**src/rtl/fifo_sync_flags_if.sv**
```systemverilog
// Producer/consumer bus for fifo_sync_flags.
// The master side drives the requests. The slave side is the FIFO, which returns data and status.
interface fifo_sync_flags_if #(
  parameter int WIDTH = 8,
  parameter int DEPTH = 16
);
  localparam int CW = $clog2(DEPTH + 1);

  logic             wr_en;
  logic [WIDTH-1:0] din;
  logic             rd_en;
  logic             clr_err;
  logic [WIDTH-1:0] dout;
  logic             rd_valid;
  logic             full;
  logic             empty;
  logic             almost_full;
  logic             almost_empty;
  logic [CW-1:0]    count;
  logic             overflow;
  logic             underflow;

  modport master (
    output wr_en, din, rd_en, clr_err,
    input  dout, rd_valid, full, empty, almost_full, almost_empty, count, overflow, underflow
  );

  modport slave (
    input  wr_en, din, rd_en, clr_err,
    output dout, rd_valid, full, empty, almost_full, almost_empty, count, overflow, underflow
  );
endinterface

```
**src/rtl/fifo_sync_flags.sv**
```systemverilog
// Single-clock FIFO with registered exact flags, occupancy and sticky error flags.
// Defining FIFO_SYNC_FLAGS_FWFT_EN selects first-word fall-through reads in place of the 1-cycle registered read.
module fifo_sync_flags #(
  parameter int WIDTH    = 8,
  parameter int DEPTH    = 16,
  parameter int AF_LEVEL = DEPTH - 2,
  parameter int AE_LEVEL = 2
) (
  input  logic              clk,
  input  logic              reset,
  fifo_sync_flags_if.slave  bus
);
  localparam int CW = $clog2(DEPTH + 1);
  localparam int PW = $clog2(DEPTH);

  logic [WIDTH-1:0] mem [DEPTH];
  logic [PW-1:0]    wr_ptr, rd_ptr;
  logic [CW-1:0]    count_q, count_next;
  logic             full_q, empty_q, af_q, ae_q, ovf_q, udf_q;
  logic             rd_acc, wr_acc;

  // Accept decisions use registered flags only. A read frees a slot at full, so a write is also accepted then.
  assign rd_acc     = bus.rd_en & ~empty_q;
  assign wr_acc     = bus.wr_en & (~full_q | bus.rd_en);
  assign count_next = count_q + CW'(wr_acc) - CW'(rd_acc);

  always_ff @(posedge clk) begin
    if (wr_acc) mem[wr_ptr] <= bus.din;
  end

  always_ff @(posedge clk or posedge reset) begin
    if (reset) begin
      wr_ptr  <= '0;
      rd_ptr  <= '0;
      count_q <= '0;
      full_q  <= 1'b0;
      empty_q <= 1'b1;
      af_q    <= 1'b0;
      ae_q    <= 1'b1;
      ovf_q   <= 1'b0;
      udf_q   <= 1'b0;
    end else begin
      if (wr_acc) wr_ptr <= (wr_ptr == PW'(DEPTH - 1)) ? '0 : wr_ptr + 1'b1;
      if (rd_acc) rd_ptr <= (rd_ptr == PW'(DEPTH - 1)) ? '0 : rd_ptr + 1'b1;
      count_q <= count_next;
      full_q  <= (count_next == CW'(DEPTH));
      empty_q <= (count_next == '0);
      af_q    <= (count_next >= CW'(AF_LEVEL));
      ae_q    <= (count_next <= CW'(AE_LEVEL));
      // A new error event in the same cycle as clr_err keeps the flag set.
      ovf_q   <= (bus.wr_en & ~wr_acc) | (ovf_q & ~bus.clr_err);
      udf_q   <= (bus.rd_en & ~rd_acc) | (udf_q & ~bus.clr_err);
    end
  end

`ifdef FIFO_SYNC_FLAGS_FWFT_EN
  assign bus.dout     = mem[rd_ptr];
  assign bus.rd_valid = ~empty_q;
`else
  logic [WIDTH-1:0] dout_q;
  logic             rd_valid_q;

  always_ff @(posedge clk or posedge reset) begin
    if (reset) begin
      dout_q     <= '0;
      rd_valid_q <= 1'b0;
    end else begin
      rd_valid_q <= rd_acc;
      if (rd_acc) dout_q <= mem[rd_ptr];
    end
  end

  assign bus.dout     = dout_q;
  assign bus.rd_valid = rd_valid_q;
`endif

  assign bus.count        = count_q;
  assign bus.full         = full_q;
  assign bus.empty        = empty_q;
  assign bus.almost_full  = af_q;
  assign bus.almost_empty = ae_q;
  assign bus.overflow     = ovf_q;
  assign bus.underflow    = udf_q;
endmodule

```
**src/flat_wrapper.sv**
```systemverilog
// flat-port wrapper written by rule: the top's interface ports become plain ports
module fifo_sync_flags_flat 
#(
  parameter int WIDTH    = 8,
  parameter int DEPTH    = 16,
  parameter int AF_LEVEL = DEPTH - 2,
  parameter int AE_LEVEL = 2
)
  (clk, reset, bus_wr_en, bus_din, bus_rd_en, bus_clr_err, bus_dout, bus_rd_valid, bus_full, bus_empty, bus_almost_full, bus_almost_empty, bus_count, bus_overflow, bus_underflow);
  fifo_sync_flags_if #(.WIDTH(WIDTH), .DEPTH(DEPTH)) bus_i ();
  input  logic clk;
  input  logic reset;
  input wire logic [$bits(bus_i.wr_en)-1:0] bus_wr_en;
  input wire logic [$bits(bus_i.din)-1:0] bus_din;
  input wire logic [$bits(bus_i.rd_en)-1:0] bus_rd_en;
  input wire logic [$bits(bus_i.clr_err)-1:0] bus_clr_err;
  output wire logic [$bits(bus_i.dout)-1:0] bus_dout;
  output wire logic [$bits(bus_i.rd_valid)-1:0] bus_rd_valid;
  output wire logic [$bits(bus_i.full)-1:0] bus_full;
  output wire logic [$bits(bus_i.empty)-1:0] bus_empty;
  output wire logic [$bits(bus_i.almost_full)-1:0] bus_almost_full;
  output wire logic [$bits(bus_i.almost_empty)-1:0] bus_almost_empty;
  output wire logic [$bits(bus_i.count)-1:0] bus_count;
  output wire logic [$bits(bus_i.overflow)-1:0] bus_overflow;
  output wire logic [$bits(bus_i.underflow)-1:0] bus_underflow;
  assign bus_i.wr_en = bus_wr_en;
  assign bus_i.din = bus_din;
  assign bus_i.rd_en = bus_rd_en;
  assign bus_i.clr_err = bus_clr_err;
  assign bus_dout = bus_i.dout;
  assign bus_rd_valid = bus_i.rd_valid;
  assign bus_full = bus_i.full;
  assign bus_empty = bus_i.empty;
  assign bus_almost_full = bus_i.almost_full;
  assign bus_almost_empty = bus_i.almost_empty;
  assign bus_count = bus_i.count;
  assign bus_overflow = bus_i.overflow;
  assign bus_underflow = bus_i.underflow;
  fifo_sync_flags #(.WIDTH(WIDTH), .DEPTH(DEPTH), .AF_LEVEL(AF_LEVEL), .AE_LEVEL(AE_LEVEL)) u_core (.clk(clk), .reset(reset), .bus(bus_i));
endmodule
```
**config.mk**
```make
export PLATFORM = sky130hd
export DESIGN_NAME = fifo_sync_flags_flat
export DESIGN_NICKNAME = d
export VERILOG_FILES = /design/src/rtl/fifo_sync_flags_if.sv /design/src/rtl/fifo_sync_flags.sv /design/src/flat_wrapper.sv
export SDC_FILE = /design/constraint.sdc
export NUM_CORES = 1
export LEC_CHECK = 0
export CAP_MARGIN = 20
export CORE_UTILIZATION = 45
export CTS_CLUSTER_SIZE = 28
export DETAILED_ROUTE_END_ITERATION = 7
export PLACE_DENSITY = 0.72
export REMOVE_ABC_BUFFERS = 1
export SETUP_SLACK_MARGIN = 0.5
export SYNTH_ARGS = -nofsm -noshare
export SYNTH_HDL_FRONTEND = slang
export SYNTH_SLANG_ARGS = --single-unit
export TNS_END_PERCENT = 5
```
**constraint.sdc**
```tcl
create_clock -name clk -period 3.6 [get_ports clk]
set_clock_uncertainty 0.1 [all_clocks]
set_input_delay 1.08 -clock clk [delete_from_list [all_inputs] [get_ports clk]]
set_output_delay 1.08 -clock clk [all_outputs]
set_load 0.05 [all_outputs]
```
* After elaboration in Yosys (flattened, before gate mapping) *
Memories as Yosys holds them, arrays and structs flattened. A register that Yosys moved wholly into a read port is not among the register bits.
Cells that the tools add are included.

storage, ports and cells
  output and inout bits = 20
  input bits = 13
  latch bits = 0
  memory bits (read-only) = 0
  memories = 1
  logic and storage cells = 39
  RAM bits = 128
  register bits = 20

cells by class
  muxes and demuxes = 4
  magnitude comparators = 2
  $add $sub $neg = 4
  bitwise logic cells = 14
  div/mod/pow operators = 0
  shift operators = 0
  reduce and logical (&&, ||, !) cells = 1
  multipliers = 0
  equality and inequality tests = 3

memories
  memory      depth  width  rd ports  clocked after Yosys merged registers in  write ports  line                   text
  u_core.mem  16     8      1         1                                        1            fifo_sync_flags.sv:16  logic [WIDTH-1:0] mem [DEPTH];

operator list
  cell                 number
  $add 4x1->4 const B  2
  $eq 4x4->1 const B   2
  $mux 4               2
  $and 1x1->1          6
  $add 5x1->5          1
  $eq 5x5->1 const B   1
  $ge 5x4->1 const B   1
  $le 5x2->1 const B   1
  $logic_not 5->1      1
  $not 1->1            5
  $sub 5x1->5          1
  $or 1x1->1           3
  $mux 1               2

* Depth between registers and ports, before layout *
Gate-level depths: netlist (run 1).

  depth after elaboration = 6
  depth in mapped cells = 11
  depth with buffers taken out = 11

* Worst setup path before layout (run 1) *
No wires, ideal clock.

  kind = in2reg
  from = in bus_rd_en
  to = reg u_core.ae_q, in the netlist u_core.bus.almost_empty
  data arrival time = 3052 ps
  path slack = 327 ps
  required time = 3379 ps
  setup time = 121 ps
  stages = 11
  buffers on the path = 0
  cell sequence = nand2b_1 clkinv_1 ha_1 inv_1 ha_1 inv_1 fa_1 nor2b_1 o21a_1 or3_1 a2111oi_0

between the ends
  elaborated cells between the ends (all ways) = 6
  those cells by class = 2 x add/sub; 1 x order compare; 3 x bitwise

RTL lines
  item                    line                   text
  start: declaration      flat_wrapper.sv:15     input wire logic [$bits(bus_i.rd_en)-1:0] bus_rd_en;
  $and 1x1->1             fifo_sync_flags.sv:23  assign rd_acc = bus.rd_en & ~empty_q;
  via u_core.rd_acc       fifo_sync_flags.sv:20  logic rd_acc, wr_acc;
  $sub 5x1->5             fifo_sync_flags.sv:25  assign count_next = count_q + CW'(wr_acc) - CW'(rd_acc);
  $le 5x2->1              fifo_sync_flags.sv:49  ae_q <= (count_next <= CW'(AE_LEVEL));
  end signal: assignment  fifo_sync_flags.sv:49
  end: declaration        fifo_sync_flags.sv:19  logic full_q, empty_q, af_q, ae_q, ovf_q, udf_q;

The timed path passes the listed nets, and every way through them passes these cells.
A chain may end at the register's enable or synchronous reset.

* Worst setup path after layout (run 1) *
Ends and elaborated chain as after synthesis.

==> results of run 1 <==
layout make-up:
type                       count  share of cell area
multi-input combinational    155               0.216
sequential                   156               0.592
tap                          176              0.0287
clock buffer                  19              0.0589
inverter                      20             0.00993
clock inverter                13              0.0182
timing repair buffer          68              0.0767
tightest hold or removal path, stage by stage (launching register included):
cell	delay, ps
sky130_fd_sc_hd__dfrtp_1	350
sky130_fd_sc_hd__nand2_1	50
sky130_fd_sc_hd__o211ai_1	70
per-layer routing:
metal / global-route usage / part of all wire / vias to the layer above
li1: - / - / 1507
met1: 0.240 / 0.42 / 1691
met2: 0.315 / 0.52 / 100
met3: 0.0429 / 0.045 / 8
met4: 0.0625 / 0.0095 / 0
met5: 0 / 0 / -
cells by family after synthesis:
kind of cell | synth area share
muxes | 0.136
and+or+nand+nor | 0.0399
DFF | 0.721
buffers and inverters | 0.0266
AOI/OAI and AO/OA | 0.0456
adders and majority gates | 0.0230
xor gates and xnor gates | 0.00833
report_power, final:
| part | internal (uW) | switching (uW) | total, uW | leakage [uW] |
|---|---|---|---|---|
| sequential | 2260 | 255 | 2520 | 0.00149 |
| clock | 1060 | 688 | 1750 | 0.000291 |
| combinational | 1070 | 1430 | 2500 | 0.000969 |
metrics by stage:
step                      setup slack (ps)  area [sq um]
after global routing                   448          7680
final                                  535          7680
after detailed placement              -165          6970
after CTS                              501          7680
after floorplan                       82.9          6210
after global placement               -63.1          6970
timing repair:
action | 4_1_cts | 5_1_grt
gates resized for setup | 14 | 4
buffers inserted | 8 | 0
pin swaps | 1 | 3
setup endpoints to repair | 4 | 7
registers in the layout, indices dropped and copies added, names as in the netlist:
signal	flops
u_core.bus.almost_full	1
u_core.bus.full	1
u_core.wr_ptr	4
u_core.bus.dout	8
u_core.rd_ptr	4
u_core.bus.almost_empty	1
u_core.bus.count	5
u_core.bus.rd_valid	1
u_core.bus.overflow	1
u_core.mem	128
u_core.bus.underflow	1
u_core.bus.empty	1
worst paths after layout:
kind | startpoint | end | slack [ps] | cells after the start
hold / removal | u_core.bus.dout[2]$_DFFE_PP0P_ | u_core.bus.dout[2]$_DFFE_PP0P_ | 400 | 2
max in group asynchronous | reset | u_core.rd_ptr[0]$_DFFE_PP0P_ | 1800 | 3
setup / recovery | bus_rd_en | u_core.bus.almost_empty$_DFF_PP1_ | 530 | 12
hold reg to reg | u_core.bus.dout[2]$_DFFE_PP0P_ | u_core.bus.dout[2]$_DFFE_PP0P_ | 400 | 2
min in group asynchronous | reset | u_core.wr_ptr[0]$_DFFE_PP0N_ | 950 | 2
setup reg to reg | u_core.bus.empty$_DFF_PP1_ | u_core.bus.almost_empty$_DFF_PP1_ | 880 | 11
cell usage after synthesis, types with 3 or more instances:
cell	count
sky130_fd_sc_hd__o21ai_0	7
sky130_fd_sc_hd__buf_4	3
sky130_fd_sc_hd__a2111oi_0	3
sky130_fd_sc_hd__ha_1	10
sky130_fd_sc_hd__dfrtp_1	26
sky130_fd_sc_hd__mux4_2	18
sky130_fd_sc_hd__nand2b_1	3
sky130_fd_sc_hd__nor2_1	5
sky130_fd_sc_hd__nand2_1	15
sky130_fd_sc_hd__nor2b_1	3
sky130_fd_sc_hd__nor4_1	4
sky130_fd_sc_hd__a22oi_1	3
sky130_fd_sc_hd__o22ai_1	4
sky130_fd_sc_hd__mux2_2	3
sky130_fd_sc_hd__nand3_1	4
sky130_fd_sc_hd__and2_1	9
sky130_fd_sc_hd__edfxtp_1	128
sky130_fd_sc_hd__mux4_1	9
sky130_fd_sc_hd__a21oi_1	5
sky130_fd_sc_hd__buf_2	4
sky130_fd_sc_hd__xnor2_1	5
sky130_fd_sc_hd__clkbuf_1	3
sky130_fd_sc_hd__mux2i_1	18
sky130_fd_sc_hd__o211ai_1	6
sky130_fd_sc_hd__inv_1	18
placed cells by master (no fill, tap or decap), drive strengths merged, types with 3 or more instances in the layout:
cell type	count
ha	10
nor2	5
o22ai	4
mux2	3
edfxtp	128
clkinv	9
nor2b	3
a2111oi	3
clkbuf	19
a22oi	3
mux2i	18
nor4	4
mux4	27
dfrtp	26
nand3	4
and2	9
inv	21
nand2	15
a21oi	5
buf	36
clkdlybuf4s50	31
o211ai	6
xnor2	5
o21ai	7
nand2b	3
==> impl_metrics.toml, run 1 <==
[worst_setup_path]
critical-path-slowest-cell = "sky130_fd_sc_hd__or3_4"
cp_num_buf_inv = 4
max_stage_delay_ps = 380
crit_family = "adder cells"
worst-setup-path-type = "in2reg"
worstPathCellList = "dlygate4sd2_1 > nand2b_1 > clkinv_2 > ha_1 > inv_1 > ha_2 > inv_2 > fa_2 > nor2b_1 > o21a_1 > or3_4 > a2111oi_4"
req_time_crit_path_ps = 3820
critical_path.endpoint_type = "flip-flop"
cp_max_fo = 4
critical_path.startpoint_type = "input port"
timing.critical_path.arrival_ps = 3280

[clock_tree]
clock_latency_on_the_worst_skew_pair_ps = 410
cts_hold_buf = 0
cts-buffers-inserted = 17
clkSlewWorstSetupHoldPaths_ps = 60
cts.path.max_buffers = 2
htreeDepth = 4
ctsRootBufferMaster = "sky130_fd_sc_hd__clkbuf_16"
tritoncts = "built"
cts.sink_count = 156

[global_route]
pin_count_of_the_biggest_net_entering_global_routing = 22
antenna_found_initial = 0
global_route.overflow_total = 0
grt_first_pass_wirelength_microns = 19300
track_usage = 0.187
first_global_vias = 3408

[placement]
place.gp.congestion = 0.782
dp.cells = 567
port_buffers = 32
dpl_hpwl_microns = 7940

[yosys]
synth_area_leaders = "sky130_fd_sc_hd__edfxtp_1 (61%), sky130_fd_sc_hd__dfrtp_1 (10%), sky130_fd_sc_hd__mux4_2 (6.4%)"
post_synth_instance_area_sq_um = 6310
synth-main-ff-cell = "sky130_fd_sc_hd__edfxtp_1"
synthCells = 345
postSynth.asyncResetShare = 0.179
synth_seq_area_share = 0.721
synth_seq_cells = 156
synth.top_cell.area_share = 0.609
count_of_warnings_emitted_by_yosys = 0
synth.avg_cell_area_sq_um = 18.3
yosysTopAreaCell = "sky130_fd_sc_hd__edfxtp_1"
synth-edff-count = 128
netlist-cell-type-count = 43

[floorplan]
number_of_i_o_pins = 33
chipWidth_microns = 120
die_area_sq_um = 14500
die_h_microns = 120
core_region_area_sq_um = 13500
effective_utilization_at_floorplan = 0.469
fp-row-count = 42

[finish]
synthToLayoutAreaGrowth_pct = 21.8
layoutNonFillerInstCount = 607
post-route-util = 0.571
fillCellCount = 991
post_route_cells_drive_above_1_share = 0.232
multi_input_comb_area_sq_um = 1660
antennaDiodeCount = 0
area.sequential_sq_um = 4550
finalNetCount = 442

[drt]
drt_drc_violations_left = 0
drt_iter0_drc = 361
detail_route.wl_per_cell_microns = 20.6
detail_route.wirelength_microns = 12500
detail_route.first_pass.iterations = 4
route.antenna.remaining_nets = 0
detail_route.vias_per_cell = 5.45
detailroute.via_count = 3306

[power_and_ir_drop]
leakage_uw = 0.00275
vdd_ir_drop_max_mv = 0.376
power_per_unit_of_standard_cell_area_nw_per_um2 = 880
fin_total_pwr_uw = 6760

[timing]
report.final.setup_viol = 0
timing.final.crit_share = 0.851
worst_hold_slack_ps = 403
timing.fmax_mhz = 326
timing.final.crit_period_ps = 3070
final.setup.tns_ps = 0
tightest_slew_ps = 758
finalMaxSlewViolations = 0
maxSlewHeadroom = 0.491
grt_setup_unrepaired = "true"
hold_viol_final = 0

[flow_run]
max-cap-violations = 0

[min_path]
class_of_the_worst_hold_path = "reg2reg"

[status]
status = "finished, final reports clean"
Note: power is estimated with default switching activity, not from simulation.
==> run 2: changes to the inputs <==
ABC_AREA = 0   (was unset)
CORE_UTILIZATION = 35   (was 45)
PLACE_DENSITY = 0.6   (was 0.72)
SKIP_CTS_REPAIR_TIMING = 1   (was unset)
==> run 2 against run 1 <==
  * Critical path depth did not move
  * Combinational power about the same
  * Count of clock-buffer cells in the layout is 3 higher
  * Sequential cell count unchanged
  * Total power increased by 0.31%
  * Sequential power is 2% higher
  * Via count fell by 0.94%
  * Sequential share of layout area decreased by 0.53 points
  * Non-clock buffer count fell by 4
  * Final cell count rose by 7.4%
  * Highest routed layer unchanged
  * Clock power barely moved
  * Largest cell class unchanged
==> impl_metrics.toml, run 2 (synthesized netlist as in run 1, its figures left out) <==
[drt]
drt_iter0_drc = 217
drt_drc_violations_left = 0
detail_route.wl_per_cell_microns = 19.4
route.antenna.remaining_nets = 0
detail_route.wirelength_microns = 12700
detail_route.first_pass.iterations = 4
detailroute.via_count = 3275
detail_route.vias_per_cell = 5.02

[finish]
fillCellCount = 1497
finalNetCount = 438
largest_register = "u_core.mem"
largest_register_ff_count = 128
layout_common_cells = "sky130_fd_sc_hd__edfxtp_1 (128), sky130_fd_sc_hd__buf_4 (32), sky130_fd_sc_hd__clkdlybuf4s50_1 (31)"
most_common_library_cell_in_the_layout_ignoring_fill_and_taps = "sky130_fd_sc_hd__edfxtp_1"
antennaDiodeCount = 0
synthToLayoutAreaGrowth_pct = 22.9
layoutNonFillerInstCount = 652
post_route_cells_drive_above_1_share = 0.239
post-route-util = 0.444
stdcell_area_sq_um = 7750

[clock_tree]
clock_latency_on_the_worst_skew_pair_ps = 420
tritoncts = "built"
cts-buffers-inserted = 17
ctsRootBufferMaster = "sky130_fd_sc_hd__clkbuf_16"
cts.path.max_buffers = 2
clkSlewWorstSetupHoldPaths_ps = 60
cts.sink_count = 156
htreeDepth = 4

[min_path]
class_of_the_worst_hold_path = "reg2reg"
worstHoldStart = "u_core.bus.dout[0]$_DFFE_PP0P_"

[global_route]
global_route.overflow_total = 0
antenna_found_initial = 0
first_global_vias = 3393
track_usage = 0.149
grt_first_pass_wirelength_microns = 19400
pin_count_of_the_biggest_net_entering_global_routing = 29

[timing]
timing.final.crit_period_ps = 2980
final.setup.tns_ps = 0
timing.final.crit_share = 0.826
finalMaxSlewViolations = 0
hold_viol_final = 0
timing.fmax_mhz = 336
maxSlewHeadroom = 0.417
grt_setup_unrepaired = "false"
tightest_slew_ps = 875
report.final.setup_viol = 0

[worst_setup_path]
critPathLaunch = "bus_rd_en"
critical_path.startpoint_type = "input port"
timing.critical_path.arrival_ps = 3200
worst-setup-path-type = "in2reg"
cp_max_fo = 4
r2r-start = "u_core.bus.empty$_DFF_PP1_"
critical_path.endpoint_type = "flip-flop"
req_time_crit_path_ps = 3820

[power_and_ir_drop]
leakage_uw = 0.00273
power_per_unit_of_standard_cell_area_nw_per_um2 = 875
vdd_ir_drop_max_mv = 0.692

[floorplan]
effective_utilization_at_floorplan = 0.361
die_area_sq_um = 18600
die_h_microns = 136
number_of_i_o_pins = 33
core_region_area_sq_um = 17500
chipWidth_microns = 136
fp-row-count = 48

[placement]
dp.cells = 618
dpl-instance-area_sq_um = 7070
dpl_hpwl_microns = 8100
place.gp.congestion = 0.769
port_buffers = 32

[flow_run]
max-cap-violations = 0

[status]
status = "finished, final reports clean"
[run 2: cell types whose count changed in the layout (fill, tap and decap cells not counted), sizes merged]
cell          change
buf               -4
clkbuf            +3
clkinv            -5
dlygate4sd2       -1
dlymetal6s2s      +1
clkinvlp          +2
[run 2: through the flow]
stage	setup WS (ps)	total power, uW	hold slack, ps
4_1_cts	292	6540	406
6_report	625	6780	396
5_1_grt	544	7130	443
3_3_place_gp	-49.6	4790	377
3_5_place_dp	-196	4820	392
2_1_floorplan	82.9	4020	429
[run 2: report_power, final]
group / leakage (uW) / internal [uW] / switching, uW
logic: 0.000966 / 1090 / 1400
registers: 0.00149 / 2260 / 311
clock network: 0.000271 / 1040 / 679
total: 0.00273 / 4390 / 2390
[run 2: worst max-delay path, cell delays in order]
cell                             delay, ps
sky130_fd_sc_hd__dlymetal6s2s_1        130
sky130_fd_sc_hd__nand2b_1              110
sky130_fd_sc_hd__inv_2                  50
sky130_fd_sc_hd__ha_1                  270
sky130_fd_sc_hd__inv_1                  50
sky130_fd_sc_hd__ha_2                  190
sky130_fd_sc_hd__inv_2                  60
sky130_fd_sc_hd__fa_2                  200
sky130_fd_sc_hd__nor2b_2                40
sky130_fd_sc_hd__o21a_2                250
sky130_fd_sc_hd__or3_4                 440
sky130_fd_sc_hd__a2111oi_4             350
[run 2: metal layers]
layer | global-route usage | routed length, microns | vias to the layer above
met1 | 0.195 | 5770 | 1682
met2 | 0.236 | 6110 | 72
li1 | - | - | 1509
met4 | 0.0556 | 205 | 0
met3 | 0.0406 | 591 | 12
met5 | 0 | 0 | -
[run 2: final timing paths]
check                           cells past startpoint  slack [ps]                                 to
worst max-delay path                               12         620  u_core.bus.almost_empty$_DFF_PP1_
worst min-delay path                                2         400     u_core.bus.dout[0]$_DFFE_PP0P_
worst max register to register                     11         840  u_core.bus.almost_empty$_DFF_PP1_
worst min register to register                      2         400     u_core.bus.dout[0]$_DFFE_PP0P_
max in group asynchronous                           3        2120  u_core.bus.almost_empty$_DFF_PP1_
min in group asynchronous                           3         940     u_core.bus.dout[2]$_DFFE_PP0P_
[run 2: area by class of cell]
cell class                 instances  area (sq um)  share of cell area
tap                              225           282              0.0363
multi-input combinational        155          1710               0.221
clock inverter                    10           119              0.0153
inverter                          20          75.1             0.00968
sequential                       156          4550               0.587
timing repair buffer              64           563              0.0726
clock buffer                      22           454              0.0586
